## src/rtl/round_judge.sv

```systemverilog
// Round-control FSM for the two-player light-cycle game: countdown, crash
// settling, result hold with a one-cycle win strobe, and match end.
module round_judge #(
   parameter int COUNTDOWN_TICKS = 3,
   parameter int SETTLE_CYCLES   = 4,
   parameter int RESULT_TICKS    = 60,
   parameter int WIN_TARGET      = 5,
   parameter int TALLY_W         = 4
) (
   input  logic               clk,
   input  logic               reset,
   input  logic               start,
   input  logic               frame_tick,
   input  logic               p1_crash,
   input  logic               p2_crash,
   output logic               round_active,
   output logic [3:0]         countdown,
   output logic               p1_won,
   output logic               p2_won,
   output logic               draw,
   output logic               win_strobe,
   output logic               score_clear_b,
   output logic [TALLY_W-1:0] p1_tally,
   output logic [TALLY_W-1:0] p2_tally,
   output logic               match_over
);

   localparam int SW = $clog2(SETTLE_CYCLES + 1) + 1;
   localparam int RW = $clog2(RESULT_TICKS + 1) + 1;

   typedef enum logic [2:0] {IDLE, COUNTDOWN, PLAY, SETTLE, RESULT, MATCH_OVER} state_t;

   state_t        state;
   logic          start_q;
   logic          first_p1;
   logic          strobe_pend;
   logic [SW-1:0] settle_cnt;
   logic [RW-1:0] res_cnt;
   logic [RW-1:0] res_cnt_nx;
   logic          start_edge;
   logic          target_hit;
   logic          second_crash;

   assign start_edge   = start & ~start_q;
   assign res_cnt_nx   = res_cnt + RW'(frame_tick);
   assign target_hit   = (p1_tally == TALLY_W'(WIN_TARGET)) || (p2_tally == TALLY_W'(WIN_TARGET));
   assign second_crash = first_p1 ? p2_crash : p1_crash;

   always_ff @(posedge clk or posedge reset) begin
      if (reset) begin
         state         <= IDLE;
         start_q       <= 1'b0;
         first_p1      <= 1'b0;
         strobe_pend   <= 1'b0;
         settle_cnt    <= '0;
         res_cnt       <= '0;
         round_active  <= 1'b0;
         countdown     <= 4'd0;
         p1_won        <= 1'b0;
         p2_won        <= 1'b0;
         draw          <= 1'b0;
         win_strobe    <= 1'b0;
         score_clear_b <= 1'b1;
         p1_tally      <= '0;
         p2_tally      <= '0;
         match_over    <= 1'b0;
      end else begin
         start_q       <= start;
         score_clear_b <= 1'b1;
         win_strobe    <= 1'b0;
         case (state)
            IDLE, MATCH_OVER: begin
               if (start_edge) begin
                  state         <= COUNTDOWN;
                  countdown     <= 4'(COUNTDOWN_TICKS);
                  p1_tally      <= '0;
                  p2_tally      <= '0;
                  score_clear_b <= 1'b0;
                  match_over    <= 1'b0;
                  p1_won        <= 1'b0;
                  p2_won        <= 1'b0;
                  draw          <= 1'b0;
               end
            end
            COUNTDOWN: begin
               if (frame_tick) begin
                  if (countdown == 4'd1) begin
                     state        <= PLAY;
                     countdown    <= 4'd0;
                     round_active <= 1'b1;
                  end else begin
                     countdown <= countdown - 4'd1;
                  end
               end
            end
            PLAY: begin
               if (p1_crash && p2_crash) begin
                  state        <= RESULT;
                  draw         <= 1'b1;
                  strobe_pend  <= 1'b0;
                  res_cnt      <= '0;
                  round_active <= 1'b0;
               end else if (p1_crash || p2_crash) begin
                  state        <= SETTLE;
                  first_p1     <= p1_crash;
                  settle_cnt   <= SW'(SETTLE_CYCLES);
                  round_active <= 1'b0;
               end
            end
            SETTLE: begin
               res_cnt <= '0;
               if (second_crash) begin
                  state       <= RESULT;
                  draw        <= 1'b1;
                  strobe_pend <= 1'b0;
               end else if (settle_cnt == SW'(1)) begin
                  state       <= RESULT;
                  p1_won      <= ~first_p1;
                  p2_won      <= first_p1;
                  strobe_pend <= 1'b1;
               end else begin
                  settle_cnt <= settle_cnt - SW'(1);
               end
            end
            RESULT: begin
               if (frame_tick) res_cnt <= res_cnt_nx;
               // Exit waits until the strobe has updated the tallies.
               if (strobe_pend) begin
                  strobe_pend <= 1'b0;
                  win_strobe  <= 1'b1;
                  if (p1_won && p1_tally < TALLY_W'(WIN_TARGET)) p1_tally <= p1_tally + TALLY_W'(1);
                  if (p2_won && p2_tally < TALLY_W'(WIN_TARGET)) p2_tally <= p2_tally + TALLY_W'(1);
               end else if (res_cnt_nx >= RW'(RESULT_TICKS)) begin
                  if (target_hit) begin
                     state      <= MATCH_OVER;
                     match_over <= 1'b1;
                  end else begin
                     state     <= COUNTDOWN;
                     countdown <= 4'(COUNTDOWN_TICKS);
                     p1_won    <= 1'b0;
                     p2_won    <= 1'b0;
                     draw      <= 1'b0;
                  end
               end
            end
            default: state <= IDLE;
         endcase
      end
   end

endmodule

```

## config.mk

```make
export PLATFORM = sky130hd
export DESIGN_NAME = round_judge
export DESIGN_NICKNAME = d
export VERILOG_FILES = /design/src/rtl/round_judge.sv
export SDC_FILE = /design/constraint.sdc
export NUM_CORES = 1
export LEC_CHECK = 0
export ABC_CLOCK_PERIOD_IN_PS = 3000
export BUFFER_PORTS_ARGS = -buffer_cell sky130_fd_sc_hd__buf_2
export CAP_MARGIN = 25
export CORE_MARGIN = 1
export CORE_UTILIZATION = 55
export CTS_CLUSTER_SIZE = 14
export DETAILED_ROUTE_END_ITERATION = 16
export PLACE_DENSITY = 0.85
export SLEW_MARGIN = 20
export SYNTH_ARGS = -nofsm -noshare
export SYNTH_HDL_FRONTEND = slang
export SYNTH_SLANG_ARGS = --single-unit
export TNS_END_PERCENT = 5
```

## constraint.sdc

```tcl
create_clock -name clk -period 3 [get_ports clk]
set_clock_uncertainty 0.05 [all_clocks]
set_input_delay 0.3 -clock clk [delete_from_list [all_inputs] [get_ports clk]]
set_output_delay 0.3 -clock clk [all_outputs]
set_load 0.005 [all_outputs]
```

==> key figures <==
Power and ir drop
  – Max IR drop VDD: 0.542 mV
  – Sw Ratio: 40.9%
  – Cell-internal power: 1.12 mW
  – Power per Cell Area: 782 nW/um2
  – Clk pwr share: 18.5%
  – Combinational share of power: 40.1%
  – NetSw: 778 uW
  – Flop pwr share: 41.4%
  – Leak Pwr: 1.12 nW

Synthesis
  – Simple-gate share of the synthesized area: 23.3%
  – Synthesized area per cell: 9.17 um2
  – Area leader, netlist: dfrtp_1
  – Sequential area share after synthesis: 41.3%
  – Synth cell types: 53
  – Multiplexer area fraction after synthesis: 2.98%
  – Post-synth top area share: 40.1%
  – Syn_nets: 258
  – Main combinational cell family by area after synthesis: simple AND/OR/NAND/NOR gates
  – Post-synthesis compound-gate area fraction: 17.5%
  – Yosys reg bits: 36
  – Synth Warn #: 0
  – Synth Area in Adders: 8.02%
  – XOR/XNOR Fraction of Synth Area: 2.75%
  – Synthesized instance count: 238
  – Most used DFF post-synth: dfrtp_1
  – EDFF count, synth: 0
  – Synth top area cells: dfrtp_1 40%, ha_1 8.0%, nand2_1 4.5%, o21ai_0 3.9%, nor2_1 3.4%
  – Mapped Area: 2180 um2
  – Ys async rst share: 100%

Clocking
  – Number of setup buffers added after CTS: 0
  – Clock Path Buffers: 2
  – CTS Sinks: 36
  – Hold Buf Count CTS: 0
  – H-Tree Level Count: 2
  – CTS tree: done
  – CTS resizes: 0
  – Num CTS Buffers: 5
  – Reg clk slew, reported paths: 0.07 ns
  – CTS Root Cell: clkbuf_8
  – Clk_lat worst skew: 0.29 ns

STA
  – Rel. slew slack: 48.2%
  – Tightest Pin Transition: 0.771 ns
  – Highest Clock Rate: 399 MHz
  – Setup TNS: 0 ns
  – RSZ-0062 raised after global routing: false
  – Final Hold Viols: 0
  – Slew Limit Fails: 0
  – Fin crit share: 83.6%
  – Final min period: 2.51 ns
  – Final WS setup: 0.493 ns
  – Setup violators final: 0

Detailed routing
  – DRC viols: 0
  – Vias: 1847
  – Antenna viol nets, final: 0
  – Vias per inst: 5.90
  – Final wirelength: 4.42 mm
  – First DRT Iteration DRCs: 111
  – Drt wl/cell: 14.1 um
  – DRT Pass-1 Iters: 4

Global route
  – First-pass GRT wire length: 7.65 mm
  – Initial antenna violation count: 0
  – Largest net degree at the start of global routing: 20
  – Global route total overflow: 0
  – Vias in the first global route: 1710
  – GRT Overall Usage: 23.5%

Worst setup path
  – Slowest stage cell, crit path: a311oi_2
  – Buf+Inv Stages, Crit Path: 0
  – Worst R2R Start: res_cnt[0]
  – Setup CP Type: reg -> reg
  – Most common cell on crit path: ha_1
  – Critical-path cell list: ha_1, ha_1, nand2b_1, o21ai_2, a21o_1, a311oi_2, nor3_1, mux2_2
  – CP startpoint: res_cnt[0]
  – Worst-path fanout max: 9
  – CP peak stage delay: 0.64 ns
  – Startpoint types: flop
  – Critical Path RT: 3.12 ns
  – Crit end category: flop
  – Delay-heaviest family, CP: compound AO/OA/AOI/OAI gates
  – Crit path DAT: 2.63 ns

Floorplan
  – Die W: 65.0 um
  – Die area: 4230 um2
  – Num rows: 22
  – Initial core utilization: 58.3%
  – Total core area: 3740 um2
  – I/O Pins: 25
  – Die height: 65.0 um

Min path
  – Hold Path Class: in -> async

Placement
  – Worst slack at placement: 0.349 ns
  – Final HPWL DP: 3.25 mm
  – Final GP Congestion: 0.821
  – Port bufs: 24

Final layout
  – Nets: 284
  – # fillers: 324
  – Antenna fix cells: 0
  – Area growth, synth to finish: 11.4%
  – Layout cells sized above 1: 17.7%

Run status
  – Outcome: finished, final reports clean

Flow run
  – Maxcap violations: 0
-- kinds of logic after synthesis --
kind of cell / count (synthesis)
XOR/XNOR: 6
AO/OA/AOI/OAI: 55
flip-flops: 36
adder cells (fa/ha/maj): 14
AND/OR/NAND/NOR: 99
buffers and inverters: 22
multiplexers: 6
-- cell usage after synthesis (2+ instances only) --
library cell and count:
nor3_1 12, nor3b_1 3, xor2_1 5, o21a_1 3
clkbuf_1 2, nand2_1 26, and2_1 2, o31ai_1 4
dfrtp_1 35, o211ai_1 4, nand3b_1 2, nor2b_1 7
a32o_1 2, inv_1 16, mux2i_1 2, nor2_1 20
o41ai_1 3, nand2b_1 6, mux2_2 4, a31oi_1 3
o21ai_0 17, buf_2 2, a22o_1 2, nand3_1 8
ha_1 14, a21oi_1 5, or3_1 3
-- placed cells by master (no fill, tap or decap), drive strengths merged, types with 2 or more instances in the layout --
master   n
nand2b   6
a21oi    5
nor2b    7
o21ai   18
nor3    12
mux2i    2
o211ai   4
ha      14
nor3b    4
a22o     2
or3      3
o31ai    4
o21a     3
o41ai    3
clkbuf   8
nor2    21
nand3    9
a31oi    3
nand3b   2
xor2     6
a32o     2
mux2     4
buf     25
and2     3
inv     16
dfrtp   35
nand2   26
-- stage by stage --
stage	cell area (um2)	std cells	total power, mW	hold WS [ns]	util (%)
2_1_floorplan	2180	238	1.35	0.281	-
3_3_place_gp	2340	305	1.52	0.380	62.6
3_5_place_dp	2340	305	1.54	0.382	62.6
4_1_cts	2430	313	1.90	0.0733	65.0
5_1_grt	2430	313	2.06	0.0979	65.0
6_report	2430	313	1.90	0.0449	65.0
-- sequential cells by signal, summed over array words and instances, names as in the netlist, 3 cells and up --
signal      cells
settle_cnt      4
p1_tally        4
p2_tally        4
countdown       4
state           3
res_cnt         7
-- power groups by stage --
stage / clock network [mW] / logic (mW) / registers (mW)
2_1_floorplan: 0 / 0.641 / 0.707
3_3_place_gp: 0 / 0.728 / 0.788
3_5_place_dp: 0 / 0.752 / 0.792
4_1_cts: 0.357 / 0.758 / 0.783
5_1_grt: 0.374 / 0.871 / 0.812
6_report: 0.352 / 0.763 / 0.787
-- routing by layer --
metal	vias up	wire length, um	global-route usage (%)	share of wire, %
met2	53	2160	39.3	49
li1	896	-	-	-
met1	890	2010	31.0	45
met4	0	57	6.94	1.3
met5	-	0	0	0
met3	8	198	3.87	4.5
-- worst register-to-register path, delay by kind of cell (launching register included) --
family	cells	cell delay (ns)
compound gates	3	0.88
fa+ha+maj	2	0.43
simple gates	2	0.37
flops	1	0.34
mux	1	0.31
-- worst paths after layout --
check	depth (start not counted)	slack (ns)	to
max	8	0.49	countdown[1]
min	2	0.04	state[1]
max reg2reg	8	0.49	countdown[1]
min reg2reg	2	0.43	res_cnt[0]
max in group asynchronous	3	2.09	score_clear_b
min in group clk	1	0.09	start_q
-- layout make-up --
type                            instances  area [um2]  area share [%]
Timing Repair Buffer                   25         128            5.25
Inverter                               16        60.1            2.47
Tap cell                               48        60.1            2.47
Clock buffer                            8        90.1            3.70
Sequential cell                        36         902            37.1
Multi-Input combinational cell        180        1190            49.0
No activity file was read; power rests on OpenSTA's default activity.
